$ cat src/rtl/adder4bit_seq_ctrl.sv
// Nibble-serial multi-precision adder: one 4-bit adder stepped over NIBBLES slices.
// Define ADDSEQ_SUB_EN to add the `sub` port (a-b via ~b with forced carry-in).

module adder4bit (
   input  logic [3:0] a,
   input  logic [3:0] b,
   input  logic       ci,
   output logic [3:0] s,
   output logic       co
);
   assign {co, s} = {1'b0, a} + {1'b0, b} + {4'b0000, ci};
endmodule

module adder4bit_seq_ctrl #(
   parameter int NIBBLES = 4
) (
   input  logic                 clk,
   input  logic                 rst_n,
`ifdef ADDSEQ_SUB_EN
   input  logic                 sub,
`endif
   input  logic                 start,
   input  logic [4*NIBBLES-1:0] a,
   input  logic [4*NIBBLES-1:0] b,
   input  logic                 cin,
   output logic                 busy,
   output logic                 done,
   output logic [4*NIBBLES-1:0] sum,
   output logic                 cout,
   output logic                 ovf
);
   localparam int W  = 4*NIBBLES;
   localparam int IW = $clog2(NIBBLES);
   localparam logic [IW-1:0] LAST = IW'(NIBBLES-1);

   typedef enum logic [1:0] {IDLE, RUN, DONE} state_t;

   state_t          state, state_nx;
   logic [W-1:0]    a_q, b_q, sum_q;
   logic            c_q, cout_q, ovf_q;
   logic [IW-1:0]   idx;
   logic [IW+1:0]   base;
   logic [3:0]      s_nib;
   logic            co_nib;
   logic [W-1:0]    b_in;
   logic            c_in;
   logic            accept;

`ifdef ADDSEQ_SUB_EN
   // Subtract as a + ~b + 1; carry-out then reads as "no borrow".
   assign b_in = sub ? ~b : b;
   assign c_in = sub ? 1'b1 : cin;
`else
   assign b_in = b;
   assign c_in = cin;
`endif

   assign base   = {idx, 2'b00};
   assign accept = (state == IDLE) && start;

   adder4bit u_add (
      .a  (a_q[base +: 4]),
      .b  (b_q[base +: 4]),
      .ci (c_q),
      .s  (s_nib),
      .co (co_nib)
   );

   always_ff @(posedge clk or negedge rst_n) begin
      if (!rst_n) state <= IDLE;
      else        state <= state_nx;
   end

   always_comb begin
      state_nx = state;
      case (state)
         IDLE:    if (start) state_nx = RUN;
         RUN:     if (idx == LAST) state_nx = DONE;
         DONE:    state_nx = IDLE;
         default: state_nx = IDLE;
      endcase
   end

   always_ff @(posedge clk or negedge rst_n) begin
      if (!rst_n) begin
         a_q    <= '0;
         b_q    <= '0;
         c_q    <= 1'b0;
         sum_q  <= '0;
         idx    <= '0;
         cout_q <= 1'b0;
         ovf_q  <= 1'b0;
      end else if (accept) begin
         a_q   <= a;
         b_q   <= b_in;
         c_q   <= c_in;
         sum_q <= '0;
         idx   <= '0;
      end else if (state == RUN) begin
         sum_q[base +: 4] <= s_nib;
         c_q              <= co_nib;
         if (idx == LAST) begin
            cout_q <= co_nib;
            // b_q already holds ~b when subtracting, so one rule covers both modes
            ovf_q  <= (a_q[W-1] == b_q[W-1]) && (s_nib[3] != a_q[W-1]);
         end else begin
            idx <= idx + 1'b1;
         end
      end
   end

   assign busy = (state == RUN);
   assign done = (state == DONE);
   assign sum  = sum_q;
   assign cout = cout_q;
   assign ovf  = ovf_q;
endmodule
$ cat config.mk
export PLATFORM = sky130hd
export DESIGN_NAME = adder4bit_seq_ctrl
export DESIGN_NICKNAME = d
export VERILOG_FILES = /design/src/rtl/adder4bit_seq_ctrl.sv
export SDC_FILE = /design/constraint.sdc
export NUM_CORES = 1
export LEC_CHECK = 0
export BUFFER_PORTS_ARGS = -buffer_cell sky130_fd_sc_hd__buf_2
export CORE_MARGIN = 2
export CORE_UTILIZATION = 43
export DETAILED_ROUTE_END_ITERATION = 10
export PLACE_DENSITY_LB_ADDON = 0.08
export SETUP_SLACK_MARGIN = 0.4
export SKIP_LAST_GASP = 1
export SYNTH_ARGS = -nofsm -noshare
export SYNTH_HDL_FRONTEND = slang
export SYNTH_SLANG_ARGS = --single-unit
$ cat constraint.sdc
create_clock -name clk -period 2.6 [get_ports clk]
set_input_delay 0.78 -clock clk [delete_from_list [all_inputs] [get_ports clk]]
set_output_delay 0.78 -clock clk [all_outputs]
set_load 0.01 [all_outputs]
==> results.md <==
- Status: finished clean
- Vias in the first global route: 1,846
- Slew Viols, Final: 0
- DRC viols: 0
- CTS Buf Count: 5
- Yosys synthesis warning count: 0
- ANT cells: 0
- Clock transition at path regs: 100 ps
- Final setup TNS: 0 ps
- Hold bufs inserted after CTS: 0
- Worst hold slack: 413 ps
- Worst skew pair latency: 310 ps
- Die area: 6560 µm²
- Syn_area_per_cell: 14.1 µm²
- Placed cell count: 310
- Maximum vdd ir drop: 0.672 mV
- Final setup viols: 0
- Actual slew at the worst max-slew pin: 641 ps
- Starting Density: 43.8%
- DRT Pass-1 Iters: 4
- Fin crit period: 2380 ps
- DR vias/cell: 5.33
- Synth Cell Area: 2550 µm²
- Layout Nets: 292
- Max-cap violations: 0
- Commonest non-fill, non-tap cell in the layout: buf_2
- Setup repair after global routing missed its margin: yes
- Max Fclk: 420 MHz
- Yosys cell types: 33
- Register area share after synthesis: 54.0%
- I/O pins: 56
- Mapped Nets: 226
- Total track usage: 18.2%
- Rows: 28
- Pwr Total: 4620 µW
- Grt ovf: 0
- WP data arrival: 2640 ps
- Final wirelength: 5.26 mm
- Crit path capture type: flop
- Clk_skew: 10.9 ps
- CTS tree: done
- Input/output buffers: 55
- Synthesized flop and latch total: 55
- Core area: 5820 µm²
- H-tree depth: 2
- Root buffer selected by CTS: clkbuf_8
- Worst slew margin: 57.0%
- Gpl congestion: 0.811
- DP HPWL: 3.94 mm
- Die height: 81.0 µm
- Kind of critical path: flop to flop
- Layout area overhead: 23.1%
- Syn Inst Count: 181
- Crit-path max FO: 4
- Layout cells sized above 1: 40.3%
- WP data required: 2860 ps
- Fin. Hold Viols: 0
- Hold Path Class: primary input to async pin
- Pleak: 0.00149 µW
- Detailed Route Iter0 Violations: 84
- Detail Route Antenna Nets: 0
- Global-route wire length before repair: 8.96 mm
- Per-cell routed wire length: 16.3 µm
- Num Clock Sinks: 55
- Vias: 1,721
- R2R cell count: 7
- Post-route clock period utilization: 91.6%
- Most frequent cells in the layout: 55 x buf_2, 54 x dfrtp_1, 32 x mux2_1
- Finished Layout Cells: 323
- PD cells: 1470 nW/µm²
- Largest net degree at the start of global routing: 37
- Worst Setup Start Kind: flop
- Initial antenna violation count: 0
- Die X: 81.0 µm
- Clk buf depth: 2
metal layers:
metal	share of wire, %	track usage [%]
met5	0	0
met4	1.5	5.59
met3	5.3	4.33
met2	49	30.2
met1	44	23.7
area by class of cell:
class	instances	area [µm²]
Fill cell	522	2680
Tap cell	75	93.8
Multi-Input combinational cell	109	1140
Clock buffer	8	100
Inverter	10	40.0
Sequential cell	55	1380
Timing Repair Buffer	66	385
report_power, final:
group          leakage (µW)  switching (µW)  internal [µW]  total, µW
clock             0.0000515             269            244        512
combinational      0.000756            1380           1250       2630
sequential         0.000682             237           1240       1480
total               0.00149            1890           2730       4620
flip-flops by register name, indices dropped and copies added (netlist names):
register  cells
cout          1
b_q          16
state         2
ovf           1
a_q          16
idx           2
sum          16
c_q           1
synth_stat cells (all sizes together):
library cell | n | area share (%)
o22ai | 1 | 0.25
dfrtp | 55 | 54
ha | 7 | 3.4
nand2 | 9 | 1.3
nor3 | 1 | 0.39
fa | 2 | 1.6
buf | 6 | 1.8
clkbuf | 1 | 0.15
mux4 | 8 | 7.1
nor2 | 8 | 1.6
o211ai | 1 | 0.29
o221ai | 1 | 0.34
nand2b | 2 | 0.79
and3 | 1 | 0.25
a31oi | 1 | 0.25
mux2 | 32 | 14
nor4 | 2 | 0.98
xnor2 | 2 | 0.69
or4 | 1 | 0.29
o21ai | 1 | 0.20
a22o | 16 | 5.5
nand3 | 1 | 0.20
a21oi | 5 | 0.98
a21o | 5 | 1.5
nor2b | 1 | 0.25
inv | 10 | 1.5
nand4 | 1 | 0.25
cell families after synthesis:
kind of cell | synth area share [%]
flops | 54.0
mux | 21.2
compound gates | 9.33
simple gates | 6.29
buf+inv | 3.44
fa+ha+maj | 5.01
xor+xnor | 0.688
per-stage QoR:
stage	worst slack, ps	util [%]	cell area (µm²)
3_5_place_dp	171	50.7	2950
2_1_floorplan	286	-	2580
6_report	218	53.9	3140
4_1_cts	269	52.9	3080
3_3_place_gp	252	50.7	2950
5_1_grt	152	53.9	3140
what timing repair did:
item | in CTS | in global routing
resized for setup | 2 | 9
pin swaps | 5 | 5
buffers inserted | 3 | 2
endpoints found under the setup margin | 15 | 16
final timing paths:
check                         from  slack [ps]      end
max in group asynchronous    rst_n        1550   idx[0]
setup reg to reg            idx[0]         220   sum[6]
setup / recovery            idx[0]         220   sum[6]
hold / removal               rst_n         410   b_q[4]
hold reg to reg            a_q[10]         490  a_q[10]
min in group clk           a_q[10]         490  a_q[10]
critical path, stage by stage, from the launching register on:
cell and delay (ps):
dfrtp_2 450, buf_4 140, mux4_2 360, fa_2 230, inv_2 40, fa_2 340
xnor2_1 530, a22o_1 240
No activity file was read; power rests on OpenSTA's default activity.
